**src/rtl/sr_cmd_pkg.sv**
```systemverilog
// Shared definitions for the SR command sequencer: opcode encodings, FSM
// state encodings, the pulse-counter ceiling and the S/R pulse decode.
package sr_cmd_pkg;

   localparam logic [1:0] OP_NOP = 2'b00;
   localparam logic [1:0] OP_SET = 2'b01;
   localparam logic [1:0] OP_CLR = 2'b10;
   localparam logic [1:0] OP_TGL = 2'b11;

   typedef logic [1:0] state_t;

   localparam state_t ST_IDLE  = 2'd0;
   localparam state_t ST_PULSE = 2'd1;
   localparam state_t ST_GAP   = 2'd2;

   localparam logic [7:0] PULSE_CNT_MAX = 8'd255;

   // Map an opcode to {S, R}. A toggle looks at the flop's current Q, so the
   // result is always one-hot or zero and S/R can never both be high.
   function automatic logic [1:0] decode_pulse(input logic [1:0] op, input logic q);
      logic [1:0] sr;
      sr = 2'b00;
      case (op)
         OP_SET:  sr = 2'b10;
         OP_CLR:  sr = 2'b01;
         OP_TGL:  sr = q ? 2'b01 : 2'b10;
         default: sr = 2'b00;
      endcase
      return sr;
   endfunction

endpackage

```
**src/rtl/sr_cmd_fifo.sv**
```systemverilog
// Small synchronous FIFO holding {op, gap} command entries. Pointers carry
// one extra wrap bit so full and empty can be told apart without a counter.
// Read data is the current head entry, valid whenever empty is low.
module sr_cmd_fifo #(
   parameter int WIDTH = 6,
   parameter int DEPTH = 4
) (
   input  logic             clk,
   input  logic             rst,
   input  logic             push,
   input  logic [WIDTH-1:0] wr_data,
   input  logic             pop,
   output logic [WIDTH-1:0] rd_data,
   output logic             full,
   output logic             empty
);

   localparam int AW = $clog2(DEPTH);

   logic [WIDTH-1:0] mem [DEPTH];
   logic [AW:0]      wr_ptr;
   logic [AW:0]      rd_ptr;
   logic             do_push;
   logic             do_pop;

   assign do_push = push && !full;
   assign do_pop  = pop && !empty;

   assign empty   = (wr_ptr == rd_ptr);
   assign full    = (wr_ptr[AW] != rd_ptr[AW]) && (wr_ptr[AW-1:0] == rd_ptr[AW-1:0]);
   assign rd_data = mem[rd_ptr[AW-1:0]];

   // Storage needs no reset; an entry is only read after it has been written.
   always_ff @(posedge clk) begin
      if (do_push) begin
         mem[wr_ptr[AW-1:0]] <= wr_data;
      end
   end

   // Advance write/read pointers independently so a simultaneous push and pop both land.
   always_ff @(posedge clk or posedge rst) begin
      if (rst) begin
         wr_ptr <= '0;
         rd_ptr <= '0;
      end else begin
         if (do_push) begin
            wr_ptr <= wr_ptr + 1'b1;
         end
         if (do_pop) begin
            rd_ptr <= rd_ptr + 1'b1;
         end
      end
   end

endmodule

```
**src/rtl/sr_cmd_driver.sv**
```systemverilog
// Command sequencer driving the S/R inputs of a downstream SR flop. Commands
// are queued in a FIFO and replayed as single-cycle, mutually exclusive S or R
// pulses, each followed by its own programmable idle gap.
module sr_cmd_driver
   import sr_cmd_pkg::*;
#(
   parameter int DEPTH = 4,
   parameter int GAP_W = 4
) (
   input  logic             clk,
   input  logic             rst,
   input  logic             cmd_valid,
   output logic             cmd_ready,
   input  logic [1:0]       cmd_op,
   input  logic [GAP_W-1:0] cmd_gap,
   input  logic             q_fb,
   output logic             S,
   output logic             R,
   output logic             busy,
   output logic [7:0]       pulse_cnt
);

   localparam int EW = 2 + GAP_W;

   state_t           state;
   logic [GAP_W-1:0] lat_gap;
   logic [GAP_W-1:0] gap_cnt;
   logic [EW-1:0]    fifo_rd_data;
   logic             fifo_full;
   logic             fifo_empty;
   logic             push;
   logic             pop;
   logic [1:0]       head_op;
   logic [GAP_W-1:0] head_gap;

   assign cmd_ready = !fifo_full;
   assign push      = cmd_valid && cmd_ready;
   assign pop       = (state == ST_IDLE) && !fifo_empty;
   assign head_op   = fifo_rd_data[EW-1:GAP_W];
   assign head_gap  = fifo_rd_data[GAP_W-1:0];
   assign busy      = !fifo_empty || (state != ST_IDLE);

   sr_cmd_fifo #(
      .WIDTH (EW),
      .DEPTH (DEPTH)
   ) u_fifo (
      .clk     (clk),
      .rst     (rst),
      .push    (push),
      .wr_data ({cmd_op, cmd_gap}),
      .pop     (pop),
      .rd_data (fifo_rd_data),
      .full    (fifo_full),
      .empty   (fifo_empty)
   );

   // Sequence each command through a one-cycle pulse slot and its idle gap.
   always_ff @(posedge clk or posedge rst) begin
      if (rst) begin
         state   <= ST_IDLE;
         lat_gap <= '0;
         gap_cnt <= '0;
      end else begin
         case (state)
            ST_IDLE: begin
               if (pop) begin
                  lat_gap <= head_gap;
                  state   <= ST_PULSE;
               end
            end
            ST_PULSE: begin
               if (lat_gap == '0) begin
                  state <= ST_IDLE;
               end else begin
                  gap_cnt <= lat_gap;
                  state   <= ST_GAP;
               end
            end
            ST_GAP: begin
               gap_cnt <= gap_cnt - 1'b1;
               if (gap_cnt == GAP_W'(1)) begin
                  state <= ST_IDLE;
               end
            end
            default: begin
               state <= ST_IDLE;
            end
         endcase
      end
   end

   // Register the decoded pulse on the pop edge; it drops on the following edge.
   always_ff @(posedge clk or posedge rst) begin
      if (rst) begin
         S <= 1'b0;
         R <= 1'b0;
      end else if (pop) begin
         {S, R} <= decode_pulse(head_op, q_fb);
      end else begin
         S <= 1'b0;
         R <= 1'b0;
      end
   end

   // Count every non-NOP command popped, sticking at the ceiling.
   always_ff @(posedge clk or posedge rst) begin
      if (rst) begin
         pulse_cnt <= '0;
      end else if (pop && (head_op != OP_NOP) && (pulse_cnt != PULSE_CNT_MAX)) begin
         pulse_cnt <= pulse_cnt + 1'b1;
      end
   end

endmodule

```
**config.mk**
```make
export PLATFORM = sky130hd
export DESIGN_NAME = sr_cmd_driver
export DESIGN_NICKNAME = d
export VERILOG_FILES = /design/src/rtl/sr_cmd_pkg.sv /design/src/rtl/sr_cmd_fifo.sv /design/src/rtl/sr_cmd_driver.sv
export SDC_FILE = /design/constraint.sdc
export NUM_CORES = 1
export LEC_CHECK = 0
export BUFFER_PORTS_ARGS = -buffer_cell sky130_fd_sc_hd__buf_2
export CAP_MARGIN = 10
export CORE_UTILIZATION = 40
export DETAILED_ROUTE_END_ITERATION = 6
export GPL_ROUTABILITY_DRIVEN = 0
export PLACE_DENSITY = 0.63
export SLEW_MARGIN = 15
export SYNTH_ARGS = -nofsm -noshare
export SYNTH_HDL_FRONTEND = slang
export SYNTH_SLANG_ARGS = --single-unit
```
**constraint.sdc**
```tcl
create_clock -name clk -period 1.8 [get_ports clk]
set_clock_uncertainty 0.1 [all_clocks]
set_input_delay 0.27 -clock clk [delete_from_list [all_inputs] [get_ports clk]]
set_output_delay 0.27 -clock clk [all_outputs]
set_load 0.05 [all_outputs]
```
==> results.py <==
metrics = {
    "run_status": {
        "outcome": "finished with violations",
        "violations": "setup timing",
    },
    "clock_network": {
        "cts_buffer_depth": 2,
        "clk_latency_ps": 300,
        "cts_root_buf": "clkbuf_8",
        "htreeDepth": 2,
        "path_clk_slew_ps": 90,
        "tritoncts": "built",
        "numCtsBuffers": 5,
        "clock_sinks": 50,
    },
    "placement": {
        "dpl.cell_count": 263,
        "portBuffers": 21,
        "dp_hpwl_um": 2985,
    },
    "sta": {
        "fin_ws_ps": -46.70,
        "max_freq_mhz": 541.5,
        "final_max_slew_viol_count": 0,
        "fin_crit_sh": 1.026,
        "relSlewSlack": 0.7704,
        "timing.hold.ws_ps": 41.20,
        "worst_slew_pin_slew_ps": 341.3,
        "rsz0062_at_grt": "true",
        "layout_min_cycle_time_ps": 1847,
        "hold_viol_final": 0,
        "setup_viol": 7,
        "setup_tns_ps": -160.2,
    },
    "routing": {
        "vias_per_cell": 4.874,
        "routedWlPerCell_um": 14.64,
        "firstDrtPassIters": 4,
        "final_antenna_net_count": 0,
        "drc": 0,
        "first_iter_violations": 39,
        "routed-via-count": 1355,
        "wl_um": 4071,
    },
    "job": {
        "maxCapViolations": 0,
    },
    "pwr": {
        "switchingPower_mw": 2.261,
        "pwr-share-comb": 0.530,
        "leakagePower_nw": 1.232,
        "power_density_nw_per_um2": 1935,
        "ir_drop_uv": 1081,
        "finalPower_mw": 5.648,
        "p_clk_frac": 0.121,
        "seqPwrFrac": 0.349,
        "p_int_mw": 3.387,
        "p_sw_frac": 0.4004,
    },
    "cells_and_area": {
        "area_growth_pct": 27.21,
        "antenna_cells": 0,
        "post_layout_nonfiller_instances": 278,
        "fillCellCount": 460,
        "final_layout_size_suffix_gt1_frac": 0.4223,
        "finalNetCount": 223,
    },
    "hold_path": {
        "hold_path.class": "in -> reg",
    },
    "critical_path": {
        "cpLargestDelayFamily": "multiplexers",
        "cp.required_ps": 1890,
        "cp_max_fo": 6,
        "critPathCaptureType": "register",
        "crit_path_start": "u_fifo.rd_ptr[0]",
        "path_depth": 4,
        "setup.worst_path.class": "reg -> reg",
        "cp-start-kind": "register",
        "critical_path.max_stage_delay_ps": 600,
        "r2r_cells": 4,
        "r2r_start": "u_fifo.rd_ptr[0]",
        "endpoint": "pulse_cnt[1]",
        "cp_cell_sequence": "mux4_2 -> nor2_8 -> nor3_2 -> mux2_4",
        "critical_path_buf_inv_count": 0,
        "cp.arrival_ps": 1940,
        "r2r_setup_slack_ps": -50,
        "worstReg2RegEnd": "pulse_cnt[1]",
        "crit_slowest_cell": "mux4_2",
    },
    "floorplan": {
        "die_area_sq_um": 6044,
        "io-pin-count": 22,
        "rows": 27,
        "initial_core_util": 0.4167,
        "die_w_um": 77.74,
        "die_h_um": 77.74,
        "core_sq_um": 5507,
    },
    "synth": {
        "syn-num-nets": 168,
        "seq_area_frac_synth": 0.5976,
        "ys_warn_count": 0,
        "synth.cell_area_sq_um": 2295,
        "yosys.cell_types.count": 38,
        "syn_avg_cell_area_sq_um": 15.30,
        "synth-seq-cells": 50,
        "netlist_instances": 150,
    },
    "grt": {
        "grt_max_degree": 27,
        "grt_use_total": 0.1481,
        "grt_pass1_wl_um": 6727,
        "antenna_found_initial": 0,
        "overflow": 0,
        "grt_pass1_vias": 1386,
    },
}
## area by class of cell
cell class,instances,area [sq um],share of cell area
clock buffers,5,68.82,0.02357
clock inverters,3,26.28,0.009001
inverters,7,28.78,0.009859
multi-input cells,91,957.2,0.3279
flip-flops and latches,50,1378,0.4719
well taps,72,90.09,0.03086
repair buffers,50,370.4,0.1269
## cells by family after synthesis
logic type	after synthesis	share of synthesized area
flip-flops	50	0.5976
AND/OR/NAND/NOR	37	0.1047
XOR/XNOR	18	0.06870
multiplexers	16	0.1232
AO/OA/AOI/OAI	12	0.04253
buffers and inverters	9	0.01963
adder cells (fa/ha/maj)	8	0.04362
## cell usage after synthesis
library cell,n,area (sq um)
nor2_1,4,15.01
buf_6,1,11.26
o31a_1,1,8.760
nand3_1,5,25.02
o31ai_1,1,7.510
nand2b_1,2,12.51
o21ai_0,1,5.000
mux2_4,6,90.09
xor2_1,10,87.58
nand2_1,7,26.28
o41ai_2,1,16.27
xnor2_1,8,70.07
a32oi_1,1,8.760
o31ai_4,1,21.27
nor3_1,1,5.000
edfxtp_1,24,720.7
nor3b_1,1,7.510
o21ai_1,2,10.01
nand3b_1,1,7.510
nor2b_1,1,6.260
mux2i_1,2,20.02
nor2_8,1,20.02
and3_1,1,6.260
mux2_1,2,22.52
nand4_1,2,12.51
inv_4,1,6.260
and2_1,4,25.02
dfrtp_1,26,650.6
nor4_2,1,12.51
ha_1,8,100.1
mux4_1,4,105.1
buf_2,1,5.000
mux4_2,2,45.04
inv_1,6,22.52
a21oi_1,4,20.02
nor3_2,1,10.01
nor4b_2,2,30.03
nor4_1,3,18.77
## power by group through the flow
stage,logic [mW],registers (mW),clock network (mW)
2_1_floorplan,1.61,2.16,0
3_3_place_gp,2.62,1.94,0
3_5_place_dp,2.69,1.98,0
4_1_cts,2.79,1.96,0.707
5_1_grt,3.27,2.03,0.760
6_report,2.99,1.97,0.683
## stage by stage
step,util,worst slack (ps),cell area [sq um]
after detailed placement,0.4849,-78.78,2670
after floorplan,-,-54.30,2301
final,0.5301,-46.70,2919
after global routing,0.5301,-113.9,2919
after CTS,0.5108,-44.29,2813
after global placement,0.4849,-25.22,2670
## worst register-to-register path, cell delays in order (launching register included)
cell and delay, ps:
dfrtp_2 480, mux4_2 600, nor2_8 180, nor3_2 80
mux2_4 300
## flip-flops by register name (all words and copies together), names as in the netlist
signal         flops
u_fifo.mem        24
pulse_cnt          8
gap_cnt            4
lat_gap            4
u_fifo.rd_ptr      3
u_fifo.wr_ptr      3
state              2
R                  1
S                  1
## how the worst min path moves through the flow
stage / start / endpoint / depth (start not counted)
final: q_fb / S / 2
after global routing: q_fb / S / 2
after CTS: q_fb / S / 2
after detailed placement: rst / R / 3
after global placement: rst / gap_cnt[0] / 3
after floorplan: rst / R / 1
## cell usage in the layout (no fill, tap or decap), drive strengths merged
cell type	instances
dlygate4sd3	1
nor4	4
o41ai	1
nor4b	2
o31a	1
nor2b	1
mux4	6
nor3b	1
xnor2	8
o21ai	3
nand2b	2
inv	9
dfrtp	26
buf	49
nand4	2
edfxtp	24
ha	8
and2	4
a32oi	1
nor3	2
xor2	10
and3	1
nand3b	1
clkinv	1
nand3	5
o31ai	2
a21oi	4
mux2	8
clkbuf	5
mux2i	2
nand2	7
nor2	5
## layer usage
metal / routed length [um] / track usage
met1: 1824 / 0.1855
met4: 24 / 0.05283
met3: 177 / 0.03882
met5: 0 / 0
met2: 2045 / 0.2469
## what timing repair did
item | 4_1_cts | 5_1_grt
setup endpoints to repair | 20 | 21
pin swaps | 0 | 6
hold buffers | 1 | 0
hold endpoints to repair | 26 | 0
resized for setup | 9 | 11
buffers inserted | 0 | 6
No activity file was read; power rests on OpenSTA's default activity.
